==> src/rtl/idecode_cu_issue_pkg.sv <==
// Shared definitions for the decode-to-CU issue stage: bundle layout, opcode map entry, reset values.
// No logic; constants and one helper used by the RTL.
package idecode_cu_issue_pkg;

  localparam int OPC_W     = 6;
  localparam int OPC_LSB   = 26;
  localparam int OPC_MSB   = 31;
  localparam int BHT_IDX_W = 4;
  localparam int MAP_DEPTH = 1 << OPC_W;
  localparam int BUNDLE_W  = 92;

  localparam logic [7:0] NOP_ADDR = 8'hFF;
  localparam logic [1:0] BHT_INIT = 2'b01;

  // Bundle slicing must match the CU-side decode of idecode_cu_interface.
  localparam int B_INSTR_LSB   = 0;
  localparam int B_INSTR_MSB   = 31;
  localparam int B_MC_ADDR_LSB = 32;
  localparam int B_MC_ADDR_MSB = 39;
  localparam int B_MC_CNT_LSB  = 40;
  localparam int B_MC_CNT_MSB  = 42;
  localparam int B_IADDR_LSB   = 43;
  localparam int B_IADDR_MSB   = 50;
  localparam int B_NT_LSB      = 75;
  localparam int B_NT_MSB      = 82;
  localparam int B_BR_LSB      = 83;
  localparam int B_BR_MSB      = 90;
  localparam int B_PRED        = 91;

  typedef struct packed {
    logic       is_branch;
    logic [2:0] cnt;
    logic [7:0] addr;
  } map_entry_t;

  localparam map_entry_t MAP_INIT = '{is_branch: 1'b0, cnt: 3'd0, addr: NOP_ADDR};

  function automatic logic [BUNDLE_W-1:0] nop_bundle();
    logic [BUNDLE_W-1:0] b;
    b = '0;
    b[B_MC_ADDR_MSB:B_MC_ADDR_LSB] = NOP_ADDR;
    return b;
  endfunction

endpackage

==> src/rtl/idecode_cu_issue_if.sv <==
// Fetch/issue/redirect signals between the decode stage (master) and its fetch/CU environment (slave).
interface idecode_cu_issue_if;
  import idecode_cu_issue_pkg::*;

  logic [31:0]         instr_in;
  logic [7:0]          instr_addr_in;
  logic                instr_valid_in;
  logic                instr_ready_out;
  logic                exec_ready_cu;
  logic [BUNDLE_W-1:0] idecode_cu_interface;
  logic                redirect_valid;
  logic [7:0]          redirect_addr;

  modport master (
    input  instr_in, instr_addr_in, instr_valid_in, exec_ready_cu,
    output instr_ready_out, idecode_cu_interface, redirect_valid, redirect_addr
  );

  modport slave (
    output instr_in, instr_addr_in, instr_valid_in, exec_ready_cu,
    input  instr_ready_out, idecode_cu_interface, redirect_valid, redirect_addr
  );

endinterface

==> src/rtl/idecode_bht.sv <==
// 16-entry 2-bit saturating branch history table; combinational read, update at the edge.
// Latency: read 0 cycles, update visible next cycle; no backpressure.
module idecode_bht
  import idecode_cu_issue_pkg::*;
(
  input  logic                 clk,
  input  logic                 rst,
  input  logic [BHT_IDX_W-1:0] rd_idx,
  output logic [1:0]           rd_ctr,
  input  logic                 upd_valid,
  input  logic [BHT_IDX_W-1:0] upd_idx,
  input  logic                 upd_taken
);

  logic [1:0] ctr_q [1 << BHT_IDX_W];

  assign rd_ctr = ctr_q[rd_idx];

  always_ff @(posedge clk) begin
    if (!rst) begin
      for (int i = 0; i < (1 << BHT_IDX_W); i++) ctr_q[i] <= BHT_INIT;
    end else if (upd_valid) begin
      if (upd_taken && ctr_q[upd_idx] != 2'b11)
        ctr_q[upd_idx] <= ctr_q[upd_idx] + 2'd1;
      else if (!upd_taken && ctr_q[upd_idx] != 2'b00)
        ctr_q[upd_idx] <= ctr_q[upd_idx] - 2'd1;
    end
  end

endmodule

==> src/rtl/idecode_cu_issue.sv <==
// Decode issue stage: opcode-map lookup + BHT prediction into a 92-bit CU bundle, 1-cycle latency.
// Backpressure: bundle held while CU not exec-ready; instr_ready_out = !out_valid | exec_ready_cu.
module idecode_cu_issue
  import idecode_cu_issue_pkg::*;
(
  input  logic                     clk,
  input  logic                     rst,
  input  logic                     flush_pipeline,
  idecode_cu_issue_if.master       cu,
  input  logic                     map_we,
  input  logic [OPC_W-1:0]         map_waddr,
  input  logic [11:0]              map_wdata,
  input  logic                     bp_upd_valid,
  input  logic [7:0]               bp_upd_addr,
  input  logic                     bp_upd_taken
);

  map_entry_t          map_q [MAP_DEPTH];
  map_entry_t          lkp;
  logic [1:0]          bht_ctr;
  logic                pred;
  logic                load;
  logic                out_valid;
  logic [7:0]          nt_addr;
  logic [BUNDLE_W-1:0] bundle_d;
  logic [BUNDLE_W-1:0] bundle_q;
  logic                redirect_valid_q;
  logic [7:0]          redirect_addr_q;
  logic                unused_bp_hi;

  assign unused_bp_hi = ^bp_upd_addr[7:BHT_IDX_W];

  idecode_bht u_bht (
    .clk       (clk),
    .rst       (rst),
    .rd_idx    (cu.instr_addr_in[BHT_IDX_W-1:0]),
    .rd_ctr    (bht_ctr),
    .upd_valid (bp_upd_valid),
    .upd_idx   (bp_upd_addr[BHT_IDX_W-1:0]),
    .upd_taken (bp_upd_taken)
  );

  assign lkp     = map_q[cu.instr_in[OPC_MSB:OPC_LSB]];
  assign pred    = lkp.is_branch & bht_ctr[1];
  assign nt_addr = cu.instr_addr_in + 8'd1;

  assign cu.instr_ready_out = rst & ~flush_pipeline & (~out_valid | cu.exec_ready_cu);
  assign load               = cu.instr_valid_in & cu.instr_ready_out;

  always_comb begin
    bundle_d = '0;
    bundle_d[B_INSTR_MSB:B_INSTR_LSB]     = cu.instr_in;
    bundle_d[B_MC_ADDR_MSB:B_MC_ADDR_LSB] = lkp.addr;
    bundle_d[B_MC_CNT_MSB:B_MC_CNT_LSB]   = lkp.cnt;
    bundle_d[B_IADDR_MSB:B_IADDR_LSB]     = cu.instr_addr_in;
    bundle_d[B_NT_MSB:B_NT_LSB]           = nt_addr;
    bundle_d[B_BR_MSB:B_BR_LSB]           = cu.instr_addr_in;
    bundle_d[B_PRED]                      = pred;
  end

  // An empty slot always presents the NOP encoding so the CU never sees stale fields.
  always_ff @(posedge clk) begin
    if (!rst) begin
      bundle_q         <= nop_bundle();
      out_valid        <= 1'b0;
      redirect_valid_q <= 1'b0;
      redirect_addr_q  <= 8'h00;
    end else if (flush_pipeline) begin
      bundle_q         <= nop_bundle();
      out_valid        <= 1'b0;
      redirect_valid_q <= 1'b0;
    end else if (load) begin
      bundle_q         <= bundle_d;
      out_valid        <= 1'b1;
      redirect_valid_q <= pred;
      if (pred) redirect_addr_q <= cu.instr_in[7:0];
    end else begin
      redirect_valid_q <= 1'b0;
      if (cu.exec_ready_cu) begin
        bundle_q  <= nop_bundle();
        out_valid <= 1'b0;
      end
    end
  end

  always_ff @(posedge clk) begin
    if (!rst) begin
      for (int i = 0; i < MAP_DEPTH; i++) map_q[i] <= MAP_INIT;
    end else if (map_we) begin
      map_q[map_waddr] <= map_entry_t'(map_wdata);
    end
  end

  assign cu.idecode_cu_interface = bundle_q;
  assign cu.redirect_valid       = redirect_valid_q;
  assign cu.redirect_addr        = redirect_addr_q;

endmodule
==> src/flat_wrapper.sv <==
// flat-port wrapper written by rule: the top's interface ports become plain ports
module idecode_cu_issue_flat import idecode_cu_issue_pkg::*;
  (clk, rst, flush_pipeline, map_we, map_waddr, map_wdata, bp_upd_valid, bp_upd_addr, bp_upd_taken, cu_instr_in, cu_instr_addr_in, cu_instr_valid_in, cu_exec_ready_cu, cu_instr_ready_out, cu_idecode_cu_interface, cu_redirect_valid, cu_redirect_addr);
  idecode_cu_issue_if cu_i ();
  input  logic clk;
  input  logic rst;
  input  logic flush_pipeline;
  input  logic map_we;
  input  logic [OPC_W-1:0] map_waddr;
  input  logic [11:0] map_wdata;
  input  logic bp_upd_valid;
  input  logic [7:0] bp_upd_addr;
  input  logic bp_upd_taken;
  input wire logic [$bits(cu_i.instr_in)-1:0] cu_instr_in;
  input wire logic [$bits(cu_i.instr_addr_in)-1:0] cu_instr_addr_in;
  input wire logic [$bits(cu_i.instr_valid_in)-1:0] cu_instr_valid_in;
  input wire logic [$bits(cu_i.exec_ready_cu)-1:0] cu_exec_ready_cu;
  output wire logic [$bits(cu_i.instr_ready_out)-1:0] cu_instr_ready_out;
  output wire logic [$bits(cu_i.idecode_cu_interface)-1:0] cu_idecode_cu_interface;
  output wire logic [$bits(cu_i.redirect_valid)-1:0] cu_redirect_valid;
  output wire logic [$bits(cu_i.redirect_addr)-1:0] cu_redirect_addr;
  assign cu_i.instr_in = cu_instr_in;
  assign cu_i.instr_addr_in = cu_instr_addr_in;
  assign cu_i.instr_valid_in = cu_instr_valid_in;
  assign cu_i.exec_ready_cu = cu_exec_ready_cu;
  assign cu_instr_ready_out = cu_i.instr_ready_out;
  assign cu_idecode_cu_interface = cu_i.idecode_cu_interface;
  assign cu_redirect_valid = cu_i.redirect_valid;
  assign cu_redirect_addr = cu_i.redirect_addr;
  idecode_cu_issue u_core (.clk(clk), .rst(rst), .flush_pipeline(flush_pipeline), .cu(cu_i), .map_we(map_we), .map_waddr(map_waddr), .map_wdata(map_wdata), .bp_upd_valid(bp_upd_valid), .bp_upd_addr(bp_upd_addr), .bp_upd_taken(bp_upd_taken));
endmodule
==> config.mk <==
export PLATFORM = sky130hd
export DESIGN_NAME = idecode_cu_issue_flat
export DESIGN_NICKNAME = d
export VERILOG_FILES = /design/src/rtl/idecode_cu_issue_pkg.sv /design/src/rtl/idecode_cu_issue_if.sv /design/src/rtl/idecode_bht.sv /design/src/rtl/idecode_cu_issue.sv /design/src/flat_wrapper.sv
export SDC_FILE = /design/constraint.sdc
export NUM_CORES = 1
export LEC_CHECK = 0
export ABC_AREA = 1
export CORE_UTILIZATION = 45
export CTS_BUF_LIST = sky130_fd_sc_hd__clkbuf_16
export CTS_CLUSTER_DIAMETER = 80
export DETAILED_ROUTE_END_ITERATION = 6
export PLACE_DENSITY_LB_ADDON = 0.12
export SYNTH_ARGS = -nofsm -noshare
export SYNTH_HDL_FRONTEND = slang
export SYNTH_SLANG_ARGS = --single-unit
==> constraint.sdc <==
create_clock -name clk -period 2.25 [get_ports clk]
set_input_delay 0.225 -clock clk [delete_from_list [all_inputs] [get_ports clk]]
set_output_delay 0.225 -clock clk [all_outputs]
set_load 0.05 [all_outputs]
## After elaboration in Yosys (flattened, before gate mapping)

Memory sizes are Yosys's and may differ from the RTL's.
Index checks and enable logic that the tools add are counted.

| word-level totals | value |
|---|---|
| register bits | 78 |
| RAM bits | 800 |
| bits of input ports | 74 |
| output and inout port bits | 102 |
| word-level logic and storage cells | 54 |
| memories | 2 |

Memories:

| name | words | width | read ports | clocked after memory_dff | write ports | RTL line | source |
|---|---|---|---|---|---|---|---|
| u_core.map_q | 64 | 12 | 1 | 0 | 64 | idecode_cu_issue.sv:18 | `map_entry_t map_q [MAP_DEPTH];` |
| u_core.u_bht.ctr_q | 16 | 2 | 2 | 0 | 16 | idecode_bht.sv:15 | `logic [1:0] ctr_q [1 << BHT_IDX_W];` |

| operators by class | value |
|---|---|
| $add $sub $neg | 3 |
| eq/ne operators | 1 |
| muxes and demuxes | 24 |
| bitwise logic cells | 10 |
| reductions and logical operators | 10 |

Operators with widths:

| operator | number |
|---|---|
| two-way mux 92 bit | 2 |
| two-way mux 1 bit | 17 |
| two-way mux 12 bit | 1 |
| OR reduction 12 bit | 1 |
| adder 8 x 1 -> 8 bit (second input constant) | 1 |
| two-way mux 6 bit | 1 |
| AND 1 bit | 4 |
| two-way mux 2 bit | 2 |
| two-way mux 4 bit | 1 |
| inverter 1 bit | 4 |
| nonzero test 2 bit | 2 |
| OR reduction 2 bit | 2 |
| AND reduction 3 bit | 1 |
| OR reduction 3 bit | 1 |
| adder 2 x 1 -> 2 bit (second input constant) | 1 |
| logical AND 1 bit | 2 |
| inequality test 2 bit (second input constant) | 1 |
| OR 1 bit | 2 |
| subtractor 2 x 1 -> 2 bit (second input constant) | 1 |
| logical NOT 1 bit | 1 |

## Longest topological paths before layout

Gate-level depths: netlist of run 1.
An unclocked memory read counts as a cell.

| depth | value |
|---|---|
| depth in word-level cells | 11 |
| mapped depth | 15 |
| depth with buffers taken out | 14 |

## By module

From an unflattened synthesis of run 1, not the netlist that was laid out.

| second synthesis, totals | value |
|---|---|
| cells, all modules | 4232 |
| area total of the unflattened synthesis | 39962.1 µm² |

By module, submodules not included:

| module | times used | cells an instance | area an instance (µm²) | seq. area each (µm²) |
|---|---|---|---|---|
| idecode_cu_issue | 1 | 3936 | 37671.1 | 24463.5 |
| idecode_bht | 1 | 296 | 2290.9 | 960.9 |

## Worst setup path after synthesis of run 1

No wires, ideal clock.

| timing | value |
|---|---|
| path kind | input to register |
| from | input port map_waddr[2] |
| to | memory u_core.map_q[11][0] in the netlist's numbering, enable pin |
| setup time | 0.350 ns |
| data arrival time | 1.645 ns |
| data required time | 1.900 ns |
| path slack | 0.255 ns |
| stages on the path | 7 |
| buffers on the path | 1 |
| path through | clkbuf_1 > or2_1 > nor2_1 > nand2_1 > nor2_2 > inv_1 > nand2_1 |

RTL lines:

| element | RTL line | source |
|---|---|---|
| start, declared | flat_wrapper.sv:9 | `input logic [OPC_W-1:0] map_waddr;` |
| end, declared | idecode_cu_issue.sv:18 |  |

## Final worst setup path of run 1

| timing | value |
|---|---|
| from | register u_core.bundle_q[33] (netlist: u_core.cu.idecode_cu_interface[33]) |
| to | output port cu_idecode_cu_interface[33] |

RTL lines:

| element | RTL line | source |
|---|---|---|
| start, declared | idecode_cu_issue.sv:26 | `logic [BUNDLE_W-1:0] bundle_q;` |
| start signal, assigned | idecode_cu_issue.sv:64 | `bundle_q <= nop_bundle();` |
| start signal, assigned | idecode_cu_issue.sv:69 | `bundle_q <= nop_bundle();` |
| start signal, assigned | idecode_cu_issue.sv:73 | `bundle_q <= bundle_d;` |
| end, declared | flat_wrapper.sv:19 | `output wire logic [$bits(cu_i.idecode_cu_interface)-1:0] cu_idecode_cu_interface;` |

No word-level cell between the ends.

==> results of run 1 <==
[cells in the final DEF (no fill, tap or decap), drive strengths merged, types with 2 or more instances in the layout]
master	Yosys	final
nand2	1375	1375
edfxtp	800	800
nor2	600	600
buf	130	432
nand3	339	339
o21ai	249	249
inv	151	167
clkdlybuf4s50	0	138
o22ai	104	104
clkbuf	174	98
a21oi	93	93
dfxtp	70	70
clkinv	8	62
nand4	27	27
conb	1	24
nor3	10	10
or2	9	9
bufinv	0	4
a22oi	4	4
dlygate4sd2	0	3
clkinvlp	0	2
[kinds of logic after synthesis]
logic type | Yosys count | share of synthesized area (%)
AOI/OAI and AO/OA | 452 | 6.145
adders and majority gates | 1 | 0.03164
buffers and inverters | 463 | 5.186
DFF | 870 | 64.30
other | 1 | 0.009483
and+or+nand+nor | 2360 | 24.33
[through the flow]
| stage | setup TNS [ps] | util, % |
|---|---|---|
| floorplan | 0 | - |
| global placement | -12280 | 52.51 |
| detailed placement | -16780 | 52.51 |
| CTS | 0 | 55.85 |
| global route | 0 | 55.85 |
| finish | 0 | 55.85 |
[final cells by class]
class / count / area, sq um
Timing Repair Buffer: 573 / 5986
Multi-Input combinational cell: 2837 / 12150
Fill cell: 7693 / 38370
Tap cell: 1155 / 1445
Clock buffer: 98 / 2452
Clock inverter: 76 / 447.9
Inverter: 159 / 613.1
Sequential cell: 870 / 25420
[power breakdown]
| part | total, mW | leakage, nW | internal, mW | switching [mW] |
|---|---|---|---|---|
| logic | 3.89 | 8.15 | 1.28 | 2.61 |
| clock network | 14.7 | 1.51 | 8.29 | 6.43 |
| registers | 18.6 | 8.44 | 18.4 | 0.238 |
| total | 37.2 | 18.1 | 27.9 | 9.28 |
[layer usage]
layer  wire length [um]  vias up
li1                   -    14680
met4               4341        0
met2              56540     1172
met5                  0        -
met3               8894      218
met1              51720    14820
[sequential cells by signal (all words and copies together), names as in the netlist]
register                        count
u_core.cu.idecode_cu_interface     60
u_core.cu.redirect_addr             8
u_core.cu.redirect_valid            1
u_core.map_q                      768
u_core.out_valid                    1
u_core.u_bht.ctr_q                 32
[what timing repair did]
item | 4_1_cts | 5_1_grt
setup endpoints to repair | 3 | 0
endpoints found under the hold margin | 0 | 0
resized for setup | 3 | 0
[how the worst max path moves through the flow]
stage / start / to / slack, ps / cells past startpoint
6_report: u_core.cu.idecode_cu_interface[33] / cu_idecode_cu_interface[33] / 20 / 1
5_1_grt: u_core.cu.idecode_cu_interface[33] / cu_idecode_cu_interface[33] / 9 / 1
4_1_cts: u_core.cu.idecode_cu_interface[36] / cu_idecode_cu_interface[36] / 6 / 1
3_5_place_dp: bp_upd_addr[0] / u_core.u_bht.ctr_q[10][1] / -320 / 14
3_3_place_gp: bp_upd_addr[1] / u_core.u_bht.ctr_q[14][1] / -250 / 14
2_1_floorplan: map_waddr[2] / u_core.map_q[11][0] / 250 / 7
==> run_results.csv, run 1 <==
group,metric,value,unit
power_and_ir_drop,ir_drop,572.1,uV
power_and_ir_drop,power_density,767.2,nW/um^2
logic_synthesis,synth.most_common_cell,"nand2_1",
final_layout,final_cells,5768,
floorplanning,chipHeight,298.4,um
sta,fin_crit_sh,99.30,%
sta,setup_viol,0,
floorplanning,initial_utilization,45.51,%
sta,holdWs,88.73,ps
final_layout,nets,4610,
logic_synthesis,synth_ff_type,"edfxtp_1",
critical_path,crit_path_end_kind,"output port",
clock_tree,cts.sinks,870,
floorplanning,dieArea,89060,sq um
critical_path,worstSetupPathType,"reg -> out",
sta,worst_pin_slew,644.0,ps
logic_synthesis,synth_top_area_share,60.75,%
critical_path,cp-start-kind,"register",
logic_synthesis,ys_seq_area_share,64.30,%
sta,rsz0062_at_grt,"false",
critical_path,timing.rr.start,"u_core.u_bht.ctr_q[8][1]",
critical_path,r2r_cells,11,
min_path,hp-class,"in -> reg",
power_and_ir_drop,power,37.23,mW
min_path,whs_path_depth,4,
critical_path,reg2reg_slack,300,ps
global_route,grt_pass1_wl,183.9,mm
global_route,grt.busiest_layer,"met2",
route,drc_errors,0,
placement,dpl.hpwl,82.10,mm
global_route,grt_max_degree,89,
route,drtIter0Drc,2889,
placement,place_inst,5594,
logic_synthesis,post-synth-top-area-cell,"edfxtp_1",
sta,finClkSkew,30.21,ps
global_route,track_usage,27.32,%
logic_synthesis,avgSynthCellArea,9.535,sq um
global_route,antenna_found_initial,0,
logic_synthesis,yosysUniqueCellTypes,34,
critical_path,crit_path_max_fanout,2,
route,vias,30890,
global_route,grt.overflow.total,0,
floorplanning,core-area,86890,sq um
clock_tree,path_clk_slew,60,ps
clock_tree,cts_buffers,94,
global_route,grt_use_met1,37.35,%
clock_tree,cts_tree,"yes",
critical_path,path_cells,"clkdlybuf4s50_1",
placement,pre_cts_ws,-315.1,ps
floorplanning,pin_count,176,
placement,gp_congestion,0.9010,
floorplanning,fp-row-count,108,
route,drtAntennaViolNets,0,
sta,fin_ws,15.84,ps
critical_path,required,2030,ps
clock_tree,htreeDepth,3,
global_route,grt_use_met3,4.653,%
clock_tree,insertion_delay,670,ps
logic_synthesis,netlist_area,39540,sq um
final_layout,design_area,48520,sq um
run_status,status,"complete, no violations",
route,first_pass_iters,6,
route,routed_wl,121.5,mm
critical_path,critPathTopFamily,"buffers and inverters",
critical_path,worstPathArrival,2010,ps
min_path,hold_end,"u_core.cu.idecode_cu_interface[29]",
logic_synthesis,yosysWarnings,0,
sta,slew_violations,0,
min_path,hold_start,"cu_instr_in[29]",
placement,portBuffers,147,
final_layout,syn2layout_area_growth,22.71,%
logic_synthesis,async_flop_share,0,%
sta,hold_violations,0,
final_layout,antennaDiodeCount,0,
critical_path,slowest_stage,"clkdlybuf4s50_1",
logic_synthesis,netlist_instances,4147,
global_route,use_met2,43.97,%
route,vias_per_cell,5.355,
power_and_ir_drop,p_leak,18.10,nW
logic_synthesis,ys_top_cells_by_count,"nand2_1, edfxtp_1, nor2_1",
route,wl_per_cell,21.06,um
run,maxCapViolations,0,
logic_synthesis,synth_edf_count,800,
critical_path,cpPeakStageDelay,890,ps
global_route,grt_pass1_vias,30010,
final_layout,drive_gt1_share,14.83,%
floorplanning,die_w,298.4,um
sta,min_period,2234,ps
clock_tree,clock-root-buffer,"clkbuf_16",
critical_path,r2r-end,"u_core.u_bht.ctr_q[10][1]",
logic_synthesis,synth_seq_cells,870,
placement,post_dp_cell_area,45630,sq um
clock_tree,cts_hold_buf,0,
clock_tree,clockBufferDepth,3,
clock_tree,cts_setup_buffers,0,
logic_synthesis,synth_area_leaders,"edfxtp_1, nand2_1, nor2_1",
sta,clock.fmax,447.6,MHz
sta,relSlewSlack,57.00,%
critical_path,crit_buf_inv,1,
Power figures use the tool's default switching activity.
==> run 2, diff against run 1 <==
CTS_CLUSTER_SIZE = 25   (was unset)
==> run 2 against run 1 <==
Against the previous run:
- fmax grew 2.1%
- largest power group unchanged
- non-clock buffer count stayed put
- routed wire length is 1.1% lower
- critical path type unchanged
- global-route usage is 0.40 points lower
- sequential cell count stayed put
==> run_results.csv, run 2 (synthesized netlist as in run 1, its figures left out) <==
group,metric,value,unit
global_route,track_usage,26.93,%
clock_tree,clock-root-buffer,"clkbuf_16",
global_route,grt_max_degree,89,
final_layout,final_cell_mix,"nand2_1, edfxtp_1, nor2_1, nand3_1, buf_4",
floorplanning,chipHeight,298.4,um
critical_path,reg2reg_slack,290,ps
final_layout,syn2layout_area_growth,19.25,%
critical_path,path_cells,"clkdlybuf4s50_1",
run_status,status,"complete, no violations",
floorplanning,die_w,298.4,um
min_path,hp-class,"in -> reg",
final_layout,design_area,47160,sq um
global_route,grt_pass1_vias,29540,
sta,hold_violations,0,
clock_tree,path_clk_slew,90,ps
min_path,hold_end,"u_core.cu.idecode_cu_interface[29]",
final_layout,largest_register_ffs,768,
sta,worst_pin_slew,660.9,ps
route,vias_per_cell,5.371,
sta,holdWs,137.7,ps
final_layout,nets,4563,
floorplanning,pin_count,176,
floorplanning,dieArea,89060,sq um
placement,place_inst,5594,
sta,rsz0062_at_grt,"false",
sta,relSlewSlack,55.94,%
sta,slew_violations,0,
power_and_ir_drop,internal-power,23.97,mW
power_and_ir_drop,ir_drop,700.8,uV
placement,dpl.hpwl,82.10,mm
placement,post_dp_cell_area,45630,sq um
critical_path,required,2030,ps
critical_path,r2r_cells,11,
critical_path,cp.depth,1,
clock_tree,htreeDepth,2,
critical_path,timing.rr.start,"u_core.u_bht.ctr_q[8][1]",
critical_path,crit_buf_inv,1,
clock_tree,cts_tree,"yes",
critical_path,cp-start-kind,"register",
floorplanning,core-area,86890,sq um
sta,setup_viol,0,
sta,clock.fmax,457.1,MHz
critical_path,worstSetupPathType,"reg -> out",
global_route,antenna_found_initial,0,
clock_tree,clockBufferDepth,3,
critical_path,cpPeakStageDelay,880,ps
placement,portBuffers,147,
power_and_ir_drop,p_switching,8.448,mW
critical_path,r2r-end,"u_core.u_bht.ctr_q[10][0]",
critical_path,crit_path_max_fanout,2,
critical_path,slowest_stage,"clkdlybuf4s50_1",
sta,fin_crit_sh,97.22,%
placement,gp_congestion,0.9010,
power_and_ir_drop,p_leak,17.36,nW
clock_tree,postCtsResizedCells,1,
power_and_ir_drop,p_comb_share,12.0,%
power_and_ir_drop,p_clk_share,30.7,%
route,vias,30480,
final_layout,antennaDiodeCount,0,
power_and_ir_drop,power_density,687.5,nW/um^2
critical_path,critPathTopFamily,"buffers and inverters",
power_and_ir_drop,seq_power_share,57.3,%
final_layout,final_cells,5674,
sta,finClkSkew,29.49,ps
min_path,whs_path_depth,4,
sta,min_period,2187,ps
min_path,hold_start,"cu_instr_in[29]",
floorplanning,initial_utilization,45.51,%
clock_tree,cts_setup_buffers,0,
clock_tree,cts_hold_buf,0,
route,first_pass_iters,5,
route,wl_per_cell,21.17,um
route,drtIter0Drc,2642,
critical_path,worstPathArrival,1960,ps
route,drc_errors,0,
clock_tree,cts_buffers,47,
clock_tree,cts.sinks,870,
final_layout,drive_gt1_share,13.87,%
route,routed_wl,120.1,mm
global_route,grt.overflow.total,0,
final_layout,regMostFlops,"u_core.map_q",
critical_path,crit_path_end_kind,"output port",
global_route,grt_pass1_wl,181.8,mm
route,drtAntennaViolNets,0,
floorplanning,fp-row-count,108,
run,maxCapViolations,0,
power_and_ir_drop,p_sw_share,26.06,%
final_layout,layout_commonest_cell,"nand2_1",
clock_tree,insertion_delay,640,ps
run 2: cell count changes in the layout (fill, tap and decap cells not counted):
| cell | previous run | this run |
|---|---|---|
| clkinv_4 | 0 | 1 |
| inv_1 | 136 | 124 |
| clkbuf_16 | 98 | 49 |
| clkinv_8 | 1 | 4 |
| inv_12 | 0 | 1 |
| clkdlybuf4s50_1 | 138 | 140 |
| inv_6 | 2 | 7 |
| inv_8 | 1 | 3 |
| clkinv_2 | 27 | 7 |
| dlygate4sd2_1 | 3 | 1 |
| clkinv_1 | 34 | 9 |
| bufinv_16 | 4 | 2 |
| clkinvlp_4 | 2 | 4 |
run 2: layer usage:
layer	GRT usage [%]	wire length [um]
met1	37.18	51360
met2	43.70	56310
met3	3.831	8373
met4	9.072	4083
met5	0	0
run 2: worst max-delay path by stage:
| stage | startpoint | to |
|---|---|---|
| after floorplan | map_waddr[2] | u_core.map_q[11][0] |
| after global placement | bp_upd_addr[1] | u_core.u_bht.ctr_q[14][1] |
| after detailed placement | bp_upd_addr[0] | u_core.u_bht.ctr_q[10][1] |
| after CTS | u_core.cu.idecode_cu_interface[36] | cu_idecode_cu_interface[36] |
| after global routing | u_core.cu.idecode_cu_interface[36] | cu_idecode_cu_interface[36] |
| final | u_core.cu.idecode_cu_interface[36] | cu_idecode_cu_interface[36] |
run 2: power by group through the flow:
stage,Sequential (mW),Clock (mW),Combinational [mW]
6_report,18.6,9.96,3.88
5_1_grt,18.7,10.6,4.17
4_1_cts,18.6,10.1,3.87
3_5_place_dp,18.9,0,3.86
3_3_place_gp,18.9,0,3.85
2_1_floorplan,18.9,0,2.02
run 2: stage by stage:
step	util, %	TNS (ps)	total power, mW	setup slack (ps)
after floorplan	-	0	20.94	255.0
after global placement	52.51	-12280	22.78	-248.2
after detailed placement	52.51	-16780	22.81	-315.1
after CTS	54.27	0	32.59	30.39
after global routing	54.27	0	33.45	47.55
final	54.27	0	32.42	62.53
run 2: worst reg2reg max path, stage by stage, from the launching register on:
cell	delay, ps
edfxtp_1	450
a22oi_1	210
nand2_1	70
nand2_1	70
nand2_2	60
inv_1	50
nand2_1	60
nand2_2	70
nand2_2	60
nand2_4	260
nand3_1	190
nand2_1	130
run 2: final cells by class:
| class | instances | area, sq um |
|---|---|---|
| fillers | 7770 | 39730 |
| clock buffers | 49 | 1226 |
| clock inverters | 31 | 304.0 |
| multi-input cells | 2837 | 12150 |
| repair buffers | 573 | 5988 |
| well taps | 1155 | 1445 |
| inverters | 159 | 613.1 |
| flip-flops and latches | 870 | 25420 |
